--- src/rtl/dma_req_arbiter.sv ---
// dma_req_arbiter: round-robin share of one DMA engine port among N_REQ requesters
// Ports:
//   clk, rst_n              clock, asynchronous active-low reset
//   req_valid_i/read/addr/len_i  per-requester request; fields packed at [i*W +: W]
//   req_ready_o             one-hot accept pulse, issued the cycle after grant
//   req_done_o              one-hot completion pulse to the owner
//   dma_enable_o            one-cycle DMA start pulse
//   dma_read/addr/len_o     transfer fields latched at grant, held until next grant
//   dma_interrupt_i         DMA completion, honoured only while waiting
//   busy_o                  high whenever a transfer is in flight
//   grant_id_o              current or most recent owner
//   err_o, err_clr_i        sticky watchdog-timeout flag and its synchronous clear
module dma_req_arbiter #(
    parameter int N_REQ       = 4,
    parameter int ADDR_W      = 32,
    parameter int LEN_W       = 32,
    parameter int TIMEOUT_CYC = 4096
) (
    input  logic                      clk,
    input  logic                      rst_n,
    input  logic [N_REQ-1:0]          req_valid_i,
    input  logic [N_REQ-1:0]          req_read_i,
    input  logic [N_REQ*ADDR_W-1:0]   req_addr_i,
    input  logic [N_REQ*LEN_W-1:0]    req_len_i,
    output logic [N_REQ-1:0]          req_ready_o,
    output logic [N_REQ-1:0]          req_done_o,
    output logic                      dma_enable_o,
    output logic                      dma_read_o,
    output logic [ADDR_W-1:0]         dma_addr_o,
    output logic [LEN_W-1:0]          dma_len_o,
    input  logic                      dma_interrupt_i,
    output logic                      busy_o,
    output logic [$clog2(N_REQ)-1:0]  grant_id_o,
    output logic                      err_o,
    input  logic                      err_clr_i
);
    localparam int ID_W = $clog2(N_REQ);
    localparam int WD_W = (TIMEOUT_CYC > 1) ? $clog2(TIMEOUT_CYC) : 1;
    typedef enum logic [1:0] {IDLE, ISSUE, WAIT, DONE} state_t;
    state_t state, state_n;
    logic [ID_W-1:0] win, rr_ptr;
    logic found, zero_len, timeout;
    logic [LEN_W-1:0] win_len;
    logic [WD_W-1:0] wdog;
    // first valid requester at or after rr_ptr, wrapping
    always_comb begin
        win   = '0;
        found = 1'b0;
        for (int k = 0; k < N_REQ; k++) begin
            if (!found && req_valid_i[(int'(rr_ptr) + k) % N_REQ]) begin
                found = 1'b1;
                win   = ID_W'((int'(rr_ptr) + k) % N_REQ);
            end
        end
    end
    assign win_len = req_len_i[win*LEN_W +: LEN_W];
    assign timeout = (TIMEOUT_CYC != 0) && (wdog == WD_W'(TIMEOUT_CYC - 1));
    always_ff @(posedge clk or negedge rst_n) begin
        if (!rst_n) state <= IDLE;
        else        state <= state_n;
    end
    // zero-length grants still spend one ISSUE cycle (ready pulse, no enable) before DONE
    always_comb begin
        state_n = state;
        unique case (state)
            IDLE:    state_n = found ? ISSUE : IDLE;
            ISSUE:   state_n = zero_len ? DONE : WAIT;
            WAIT:    state_n = (dma_interrupt_i || timeout) ? DONE : WAIT;
            default: state_n = IDLE;
        endcase
    end
    always_ff @(posedge clk or negedge rst_n) begin
        if (!rst_n) begin
            req_ready_o  <= '0;
            req_done_o   <= '0;
            dma_enable_o <= 1'b0;
            dma_read_o   <= 1'b0;
            dma_addr_o   <= '0;
            dma_len_o    <= '0;
            busy_o       <= 1'b0;
            grant_id_o   <= '0;
            err_o        <= 1'b0;
            rr_ptr       <= '0;
            zero_len     <= 1'b0;
            wdog         <= '0;
        end else begin
            req_ready_o  <= '0;
            req_done_o   <= '0;
            dma_enable_o <= 1'b0;
            busy_o       <= state_n != IDLE;
            wdog         <= (state == WAIT) ? wdog + 1'b1 : '0;
            if (state == IDLE && found) begin
                grant_id_o   <= win;
                rr_ptr       <= (win == ID_W'(N_REQ - 1)) ? '0 : win + 1'b1;
                dma_read_o   <= req_read_i[win];
                dma_addr_o   <= req_addr_i[win*ADDR_W +: ADDR_W];
                dma_len_o    <= win_len;
                zero_len     <= win_len == '0;
                req_ready_o  <= N_REQ'(1) << win;
                dma_enable_o <= win_len != '0;
            end
            // DONE is only reachable from ISSUE/WAIT, so grant_id_o already names the owner
            if (state_n == DONE) req_done_o <= N_REQ'(1) << grant_id_o;
            // a timeout outranks a simultaneous clear
            if (state == WAIT && !dma_interrupt_i && timeout) err_o <= 1'b1;
            else if (err_clr_i)                               err_o <= 1'b0;
        end
    end
endmodule
--- config.mk ---
export PLATFORM = sky130hd
export DESIGN_NAME = dma_req_arbiter
export DESIGN_NICKNAME = d
export VERILOG_FILES = /design/src/rtl/dma_req_arbiter.sv
export SDC_FILE = /design/constraint.sdc
export NUM_CORES = 1
export LEC_CHECK = 0
export ABC_AREA = 1
export ABC_CLOCK_PERIOD_IN_PS = 6350
export CAP_MARGIN = 10
export CORE_AREA = 3 3 133 135
export CTS_CLUSTER_DIAMETER = 30
export DETAILED_ROUTE_END_ITERATION = 8
export DIE_AREA = 0 0 136 138
export PLACE_DENSITY = 0.77
export SLEW_MARGIN = 30
export SYNTH_ARGS = -nofsm -noshare
export SYNTH_HDL_FRONTEND = slang
export SYNTH_SLANG_ARGS = --single-unit
--- constraint.sdc ---
create_clock -name clk -period 6.35 [get_ports clk]
set_input_delay 1.27 -clock clk [delete_from_list [all_inputs] [get_ports clk]]
set_output_delay 1.27 -clock clk [all_outputs]
set_load 0.1 [all_outputs]
==> results.sh, run 1 <==
export IMPL_status="completed"
export IMPL_clk_pin_slew_ps=70
export IMPL_hpwl_um=17100
export IMPL_rows=47
export IMPL_syn_nets=1123
export IMPL_grt_first_pass_wirelength_um=35300
export IMPL_vias=7083
export IMPL_clkLatencyLatePin_ps=350
export IMPL_wl_per_cell_um=16.9
export IMPL_relSlewSlack=0.300
export IMPL_fin_util=0.595
export IMPL_synth_main_ff_cell="dfrtp_1"
export IMPL_via_per_inst=5.16
export IMPL_final_layout_size_suffix_gt1_frac=0.0521
export IMPL_finalCritPeriodShare=0.666
export IMPL_crit_required_ps=6620
export IMPL_io_pins=346
export IMPL_first_pass_iters=5
export IMPL_postRouteAntennaNets=0
export IMPL_min_path_type="reg2reg"
export IMPL_die_w_um=136
export IMPL_hold_viol=0
export IMPL_clockBufferDepth=2
export IMPL_cts_buffers=9
export IMPL_fin_setup_tns_ps=0
export IMPL_synth_area_leaders="dfrtp_1, nand2_1, o21ai_0"
export IMPL_initial_core_util=0.371
export IMPL_yosysWarnings=0
export IMPL_core_area_mm2=0.0166
export IMPL_worstPathArrival_ps=4500
export IMPL_crit_type="in2reg"
export IMPL_rsz0062_at_grt="false"
export IMPL_end_kind="flop"
export IMPL_final_setup_skew_ps=6.12
export IMPL_ys_ff_latch=95
export IMPL_remaining_drc_errors=0
export IMPL_drt_initial_drc_count=382
export IMPL_grt_max_degree=99
export IMPL_routed_wl_um=23100
export IMPL_ys_types=32
export IMPL_finalSetupViolCount=0
export IMPL_fmax_ghz=0.236
export IMPL_cts_repair_resized=0
export IMPL_synth_edff_count=0
export IMPL_syn2layout_area_growth_pct=60.4
export IMPL_async_flop_share=1.00
export IMPL_syn_avg_cell_area_um2=7.27
export IMPL_grt_overflow=0
export IMPL_cp_start_kind="input pin"
export IMPL_portBuffers=345
export IMPL_nNetsFinal=1423
export IMPL_cp_max_fo=47
export IMPL_cap_viol_max_count=0
export IMPL_min_period_ps=4230
export IMPL_routabilityCongestion=0.884
export IMPL_tightest_slew_ps=1050
export IMPL_grt_pass1_vias=6665
export IMPL_hold_buffers=0
export IMPL_root_buffer="clkbuf_16"
export IMPL_antenna_found_initial=2
export IMPL_htreeDepth=3
export IMPL_syn_area_mm2=0.00615
export IMPL_cts_tree="built"
export IMPL_layout_common_cells="clkdlybuf4s50_1, nand2_1, dfrtp_1"
export IMPL_syn_inst=846
export IMPL_drv_slew=0
export IMPL_synth_top_area_cell="dfrtp_1"
export IMPL_final_common_cell="clkdlybuf4s50_1"
export IMPL_dpl_cell_area_mm2=0.00958
export IMPL_die_area_mm2=0.0188
export IMPL_cts_setup_buffers=0
export IMPL_yosys_area_top_type_share=0.386
export IMPL_track_usage=0.236
export IMPL_finalInstanceArea_mm2=0.00987
export IMPL_die_h_um=138
export IMPL_synth_seq_area_share=0.386
export IMPL_clock_sinks=95
-- cells in the mapped netlist, types with 2 or more instances --
cell type    n
nand2_1    226
dfrtp_1     95
nor2_1      91
o21ai_0     83
nand3_1     76
nand4_1     46
buf_2       30
inv_1       28
a31oi_1     21
o21bai_1    21
clkbuf_1    20
or2_2       13
mux2i_1     12
o211ai_1    12
o311ai_1    12
a21oi_1     10
ha_1         9
buf_4        7
buf_6        7
nor3_1       7
nand2_2      5
nand3_2      3
inv_2        2
inv_4        2
-- layout make-up --
cell class | instances | area (µm²)
Clock buffer | 10 | 239
Antenna cell | 2 | 5.00
Sequential cell | 95 | 2380
Clock inverter | 6 | 43.8
Timing Repair Buffer | 354 | 3500
Tap cell | 220 | 275
Inverter | 32 | 125
Multi-Input combinational cell | 654 | 3300
Fill cell | 1548 | 6720
-- routing by layer --
layer	GRT usage	share of wire
met5	0	0
met4	0.0817	0.022
met1	0.288	0.40
met3	0.0621	0.097
met2	0.401	0.48
-- per-stage QoR --
stage / setup WS [ps] / hold WS (ps) / instances
6_report: 2120 / 461 / 1373
5_1_grt: 1740 / 489 / 1373
4_1_cts: 2140 / 470 / 1371
3_3_place_gp: 1830 / 454 / 1355
2_1_floorplan: 3350 / 433 / 846
3_5_place_dp: 1760 / 459 / 1355
-- path summary, 6_finish.rpt --
kind                       slack (ps)  cells past startpoint                          to                   from
setup / recovery                 2120                     14  dma_addr_o[25]$_DFFE_PN0P_         req_valid_i[1]
hold / removal                    460                      1           wdog[0]$_DFF_PN0_      wdog[0]$_DFF_PN0_
setup reg to reg                 2820                     14  dma_addr_o[25]$_DFFE_PN0P_  rr_ptr[0]$_DFFE_PN0P_
hold reg to reg                   460                      1           wdog[0]$_DFF_PN0_      wdog[0]$_DFF_PN0_
max in group asynchronous        4330                      2    dma_len_o[2]$_DFFE_PN0P_                  rst_n
min in group asynchronous         940                      1  dma_addr_o[19]$_DFFE_PN0P_                  rst_n
-- state kept, by name (all words and copies together) (netlist names) --
signal,flops
state,2
req_ready_o,4
dma_enable_o,1
req_done_o,4
dma_addr_o,32
dma_read_o,1
wdog,12
dma_len_o,32
grant_id_o,2
zero_len,1
rr_ptr,2
err_o,1
busy_o,1
-- critical path, cell delays in order --
cell	delay, ps
clkdlybuf4s50_1	410
inv_1	70
nand2_1	60
nand3_1	150
nand2_2	90
inv_1	90
nand2_1	70
nand2_2	660
nand3_4	140
inv_2	510
buf_4	430
o21ai_0	130
o21bai_1	200
a31oi_1	160
-- kinds of logic after synthesis --
family / synth area share
compound gates: 0.157
xor+xnor: 0.00142
fa+ha+maj: 0.0183
buf+inv: 0.0789
flops: 0.386
mux: 0.0195
simple gates: 0.338
Power of run 1 is left out: the tool's default activity adds up to more than one toggle a clock period on the data nets, which glitch-free logic cannot reach.
==> inputs of run 2 (changes only) <==
--- a/config.mk
+++ b/config.mk
@@ -6,13 +6,13 @@
 export NUM_CORES = 1
 export LEC_CHECK = 0
 export ABC_AREA = 1
-export ABC_CLOCK_PERIOD_IN_PS = 6350
+export ABC_CLOCK_PERIOD_IN_PS = 3850
 export CAP_MARGIN = 10
-export CORE_AREA = 3 3 133 135
+export CORE_MARGIN = 3
+export CORE_UTILIZATION = 36
 export CTS_CLUSTER_DIAMETER = 30
 export DETAILED_ROUTE_END_ITERATION = 8
-export DIE_AREA = 0 0 136 138
-export PLACE_DENSITY = 0.77
+export PLACE_DENSITY = 0.79
 export SLEW_MARGIN = 30
 export SYNTH_ARGS = -nofsm -noshare
 export SYNTH_HDL_FRONTEND = slang
==> constraint.sdc (replaced) <==
create_clock -name clk -period 3.85 [get_ports clk]
set_input_delay 0.77 -clock clk [delete_from_list [all_inputs] [get_ports clk]]
set_output_delay 0.77 -clock clk [all_outputs]
set_load 0.1 [all_outputs]
==> run 2 against run 1 <==
Net effect:
- cell count rose by 0.29%
- routed wire length rose by 2.5%
- non-clock buffer count rose by 6
- count of clock-buffer cells in the layout did not move
- critical path type unchanged
- highest routed layer unchanged
==> results.sh, run 2 (synthesis results as in run 1) <==
export IMPL_status="completed"
export IMPL_m1WireLength_um=9310
export IMPL_post_place_ws_ps=504
export IMPL_routabilityCongestion=0.850
export IMPL_cp_max_fo=47
export IMPL_clock_sinks=95
export IMPL_rows=47
export IMPL_top_layer_used="met4"
export IMPL_drv_slew=0
export IMPL_drt_initial_drc_count=339
export IMPL_root_buffer="clkbuf_16"
export IMPL_min_period_ps=3020
export IMPL_end_kind="flop"
export IMPL_layout_common_cells="clkdlybuf4s50_1, nand2_1, dfrtp_1"
export IMPL_die_w_um=137
export IMPL_grt_max_degree=61
export IMPL_hold_buffers=0
export IMPL_grt_first_pass_wirelength_um=35400
export IMPL_worstPathArrival_ps=3250
export IMPL_final_setup_skew_ps=7.53
export IMPL_postRouteAntennaNets=0
export IMPL_final_layout_size_suffix_gt1_frac=0.0562
export IMPL_hold_viol=0
export IMPL_via_per_inst=5.21
export IMPL_dpl_cell_area_mm2=0.00966
export IMPL_routed_wl_um=23700
export IMPL_die_area_mm2=0.0187
export IMPL_portBuffers=345
export IMPL_crit_type="in2reg"
export IMPL_antenna_found_initial=0
export IMPL_finalInstanceArea_mm2=0.00994
export IMPL_cap_viol_max_count=0
export IMPL_grt_overflow=0
export IMPL_crit_required_ps=4080
export IMPL_final_common_cell="clkdlybuf4s50_1"
export IMPL_finalSetupViolCount=0
export IMPL_cts_tree="built"
export IMPL_track_usage=0.240
export IMPL_first_pass_iters=5
export IMPL_io_pins=346
export IMPL_finalCritPeriodShare=0.785
export IMPL_critPathLaunch="req_valid_i[1]"
export IMPL_fin_util=0.598
export IMPL_fin_setup_tns_ps=0
export IMPL_clockBufferDepth=2
export IMPL_grt_pass1_vias=6873
export IMPL_clk_pin_slew_ps=70
export IMPL_cp_start_kind="input pin"
export IMPL_core_area_mm2=0.0166
export IMPL_relSlewSlack=0.305
export IMPL_clkLatencyLatePin_ps=340
export IMPL_wl_met3_um=2440
export IMPL_nNetsFinal=1429
export IMPL_syn2layout_area_growth_pct=61.6
export IMPL_r2r_start="rr_ptr[0]$_DFFE_PN0P_"
export IMPL_worst_slack_ps=829
export IMPL_min_path_type="reg2reg"
export IMPL_die_h_um=137
export IMPL_reg_top3="dma_addr_o (32), dma_len_o (32), wdog (12)"
export IMPL_remaining_drc_errors=0
export IMPL_htreeDepth=3
export IMPL_hpwl_um=17800
export IMPL_wl_met2_um=11100
export IMPL_worstHoldStart="wdog[0]$_DFF_PN0_"
export IMPL_vias=7168
export IMPL_tightest_slew_ps=1040
export IMPL_wl_per_cell_um=17.2
export IMPL_cts_buffers=9
export IMPL_rsz0062_at_grt="false"
export IMPL_cts_setup_buffers=0
export IMPL_fmax_ghz=0.331
export IMPL_initial_core_util=0.370
export IMPL_cts_repair_resized=0
run 2: changes by cell type in the layout (fill, tap and decap cells not counted), sizes merged:
cell | before | now
inv | 34 | 32
clkdlybuf4s50 | 341 | 339
diode | 2 | 1
bufinv | 0 | 1
buf | 13 | 20
clkbuf | 10 | 11
run 2: area by class of cell:
cell class	instances	area, µm²
clock inverter	5	60.1
tap	220	275
antenna	1	2.50
clock buffer	10	229
sequential	95	2380
timing repair buffer	360	3580
multi-input combinational	654	3300
inverter	32	125
fill	1503	6700
run 2: critical path, cell delays in order:
cell and delay (ps):
clkdlybuf4s50_1 410, inv_1 80, nand2_1 70, nand3_1 140, nand2_2 90, nor2_4 150
nand3_2 180, nand3_4 150, buf_4 440, nand2_1 190, nand3_1 130, nand2_1 70
nand2_1 50, nor2_1 40, nand2_1 50, nor2_1 50, nand3_1 80, nand2_1 50
run 2: worst paths after layout:
check / slack, ps / cells after the start / end
max: 830 / 18 / zero_len$_DFFE_PN0P_
min: 470 / 1 / wdog[0]$_DFF_PN0_
max reg2reg: 1030 / 18 / zero_len$_DFFE_PN0P_
min reg2reg: 470 / 1 / wdog[0]$_DFF_PN0_
max in group asynchronous: 2640 / 2 / dma_addr_o[4]$_DFFE_PN0P_
min in group asynchronous: 500 / 1 / dma_addr_o[28]$_DFFE_PN0P_
run 2: metrics by stage:
step	std cells	hold slack, ps
detailed placement	1361	467
CTS	1376	476
finish	1377	469
floorplan	846	433
global placement	1361	450
global route	1376	504
run 2: layer usage:
metal  vias up  global-route usage
li1       3498                   -
met1      3271               0.293
met2       349               0.392
met5         -                   0
met3        50              0.0732
met4         0               0.102
Power of run 2 is left out for the same reason.
==> inputs of run 3 (changes only) <==
--- a/config.mk
+++ b/config.mk
@@ -6,13 +6,13 @@
 export NUM_CORES = 1
 export LEC_CHECK = 0
 export ABC_AREA = 1
-export ABC_CLOCK_PERIOD_IN_PS = 3850
+export ABC_CLOCK_PERIOD_IN_PS = 3070
 export CAP_MARGIN = 10
-export CORE_MARGIN = 3
-export CORE_UTILIZATION = 36
+export CORE_AREA = 3 3 134 136
 export CTS_CLUSTER_DIAMETER = 30
 export DETAILED_ROUTE_END_ITERATION = 8
-export PLACE_DENSITY = 0.79
+export DIE_AREA = 0 0 137 139
+export PLACE_DENSITY = 0.76
 export SLEW_MARGIN = 30
 export SYNTH_ARGS = -nofsm -noshare
 export SYNTH_HDL_FRONTEND = slang
==> constraint.sdc (replaced) <==
create_clock -name clk -period 3.07 [get_ports clk]
set_input_delay 0.614 -clock clk [delete_from_list [all_inputs] [get_ports clk]]
set_output_delay 0.614 -clock clk [all_outputs]
set_load 0.1 [all_outputs]
==> run 3 against run 2 <==
Net effect:
- count of clock-buffer cells in the layout unchanged
- first-iteration DRC count increased by 26%
- cell count grew 0.80%
- die area rose by 1.9%
- non-clock buffer count is 6 higher
- core utilization decreased by 1.3 points
- largest cell class unchanged
- sequential share of layout area about the same
- setup slack got worse by 360 ps
- register-to-register slack got worse by 500 ps
- design area grew 0.19%
- highest routed layer unchanged
==> results.sh, run 3 (synthesis results as in run 1) <==
export IMPL_clock_sinks=95
export IMPL_slowest_stage="clkdlybuf4s50_1"
export IMPL_status="completed"
export IMPL_cp_max_fo=50
export IMPL_portBuffers=345
export IMPL_first_pass_iters=5
export IMPL_reg2regPathDepth=19
export IMPL_routabilityCongestion=0.876
export IMPL_cts_buffers=9
export IMPL_hpwl_um=17500
export IMPL_antenna_found_initial=0
export IMPL_reg_top3="dma_addr_o (32), dma_len_o (32), wdog (12)"
export IMPL_die_h_um=139
export IMPL_cts_setup_buffers=0
export IMPL_postRouteAntennaNets=0
export IMPL_routed_wl_um=23400
export IMPL_drt_initial_drc_count=427
export IMPL_core_area_mm2=0.0171
export IMPL_reg2reg_slack_ps=530
export IMPL_critPathLaunch="req_valid_i[3]"
export IMPL_grt_max_degree=58
export IMPL_clockBufferDepth=2
export IMPL_r2r_end="zero_len$_DFFE_PN0P_"
export IMPL_nNetsFinal=1435
export IMPL_rsz0062_at_grt="false"
export IMPL_die_w_um=137
export IMPL_post_place_ws_ps=114
export IMPL_cts_repair_resized=0
export IMPL_vias=7178
export IMPL_rows=48
export IMPL_min_period_ps=2600
export IMPL_min_path_type="in2async"
export IMPL_crit_type="in2reg"
export IMPL_worstPathArrival_ps=2890
export IMPL_worst_slack_ps=469
export IMPL_final_common_cell="clkdlybuf4s50_1"
export IMPL_via_per_inst=5.17
export IMPL_syn2layout_area_growth_pct=61.9
export IMPL_final_setup_skew_ps=5.61
export IMPL_cts_tree="built"
export IMPL_drv_slew=0
export IMPL_grt_pass1_vias=7073
export IMPL_track_usage=0.235
export IMPL_relSlewSlack=0.629
export IMPL_htreeDepth=3
export IMPL_remaining_drc_errors=0
export IMPL_io_pins=346
export IMPL_fin_setup_tns_ps=0
export IMPL_clk_pin_slew_ps=70
export IMPL_initial_core_util=0.361
export IMPL_finalSetupViolCount=0
export IMPL_die_area_mm2=0.0190
export IMPL_crit_required_ps=3360
export IMPL_cpPeakStageDelay_ps=420
export IMPL_grt_first_pass_wirelength_um=35600
export IMPL_layout_common_cells="clkdlybuf4s50_1, nand2_1, dfrtp_1"
export IMPL_n_antenna_cell=0
export IMPL_tightest_slew_ps=557
export IMPL_hold_viol=0
export IMPL_cp_common_cell="nand2_1"
export IMPL_cp_start_kind="input pin"
export IMPL_end_kind="flop"
export IMPL_root_buffer="clkbuf_16"
export IMPL_cap_viol_max_count=0
export IMPL_hold_buffers=0
export IMPL_cp_cell_sequence="clkdlybuf4s50_1, inv_1, nand2_1, nand3_1, nand2_2, inv_1, nand2_1, nand2_2, nand3_4, buf_12, nand2_1, nand3_1, nand2_1, nand2_1, nor2_1, nand2_1, nor2_2, nand3_1, nand2_1"
export IMPL_grt_overflow=0
export IMPL_wl_per_cell_um=16.8
export IMPL_finalCritPeriodShare=0.847
export IMPL_clkLatencyLatePin_ps=350
export IMPL_r2r_start="rr_ptr[0]$_DFFE_PN0P_"
export IMPL_fmax_ghz=0.384
export IMPL_final_layout_size_suffix_gt1_frac=0.126
[run 3: cell count changes in the layout (fill, tap and decap cells not counted), moves of 2 or more]
cell	previous run	this run
buf_12	3	13
clkdlybuf4s50_1	339	266
buf_2	3	0
inv_6	0	2
buf_4	14	87
clkinv_4	2	0
[run 3: worst max-delay path by stage]
| stage | endpoint | depth (start not counted) |
|---|---|---|
| 3_3_place_gp | dma_enable_o$_DFF_PN0_ | 18 |
| 2_1_floorplan | rr_ptr[1]$_DFFE_PN0P_ | 14 |
| 5_1_grt | zero_len$_DFFE_PN0P_ | 19 |
| 6_report | zero_len$_DFFE_PN0P_ | 19 |
| 4_1_cts | zero_len$_DFFE_PN0P_ | 19 |
| 3_5_place_dp | zero_len$_DFFE_PN0P_ | 20 |
[run 3: routing by layer]
| layer | track usage | up-vias | routed length, µm |
|---|---|---|---|
| met5 | 0 | - | 0 |
| met4 | 0.0966 | 0 | 777 |
| met3 | 0.0624 | 47 | 2200 |
| met2 | 0.404 | 312 | 11300 |
| met1 | 0.274 | 3317 | 9040 |
| li1 | - | 3502 | - |
[run 3: cell type report]
type	count	area [µm²]
Clock buffer	10	239
Multi-Input combinational cell	654	3300
Tap cell	225	282
Inverter	32	125
Clock inverter	6	67.6
Timing Repair Buffer	366	3580
Fill cell	1585	7090
Sequential cell	95	2380
[run 3: stage by stage]
step	hold WS (ps)	std cells	util	instance area [µm²]
after floorplan	318	846	-	6150
after global placement	450	1372	0.566	9660
after detailed placement	455	1372	0.566	9660
after CTS	261	1388	0.584	9960
after global routing	274	1388	0.584	9960
final	243	1388	0.584	9960
[run 3: critical path, delay by kind of cell]
kind / cells / cell delay [ps]
buf+inv: 4 / 790
simple gates: 15 / 1450
Power of run 3 is left out for the same reason.
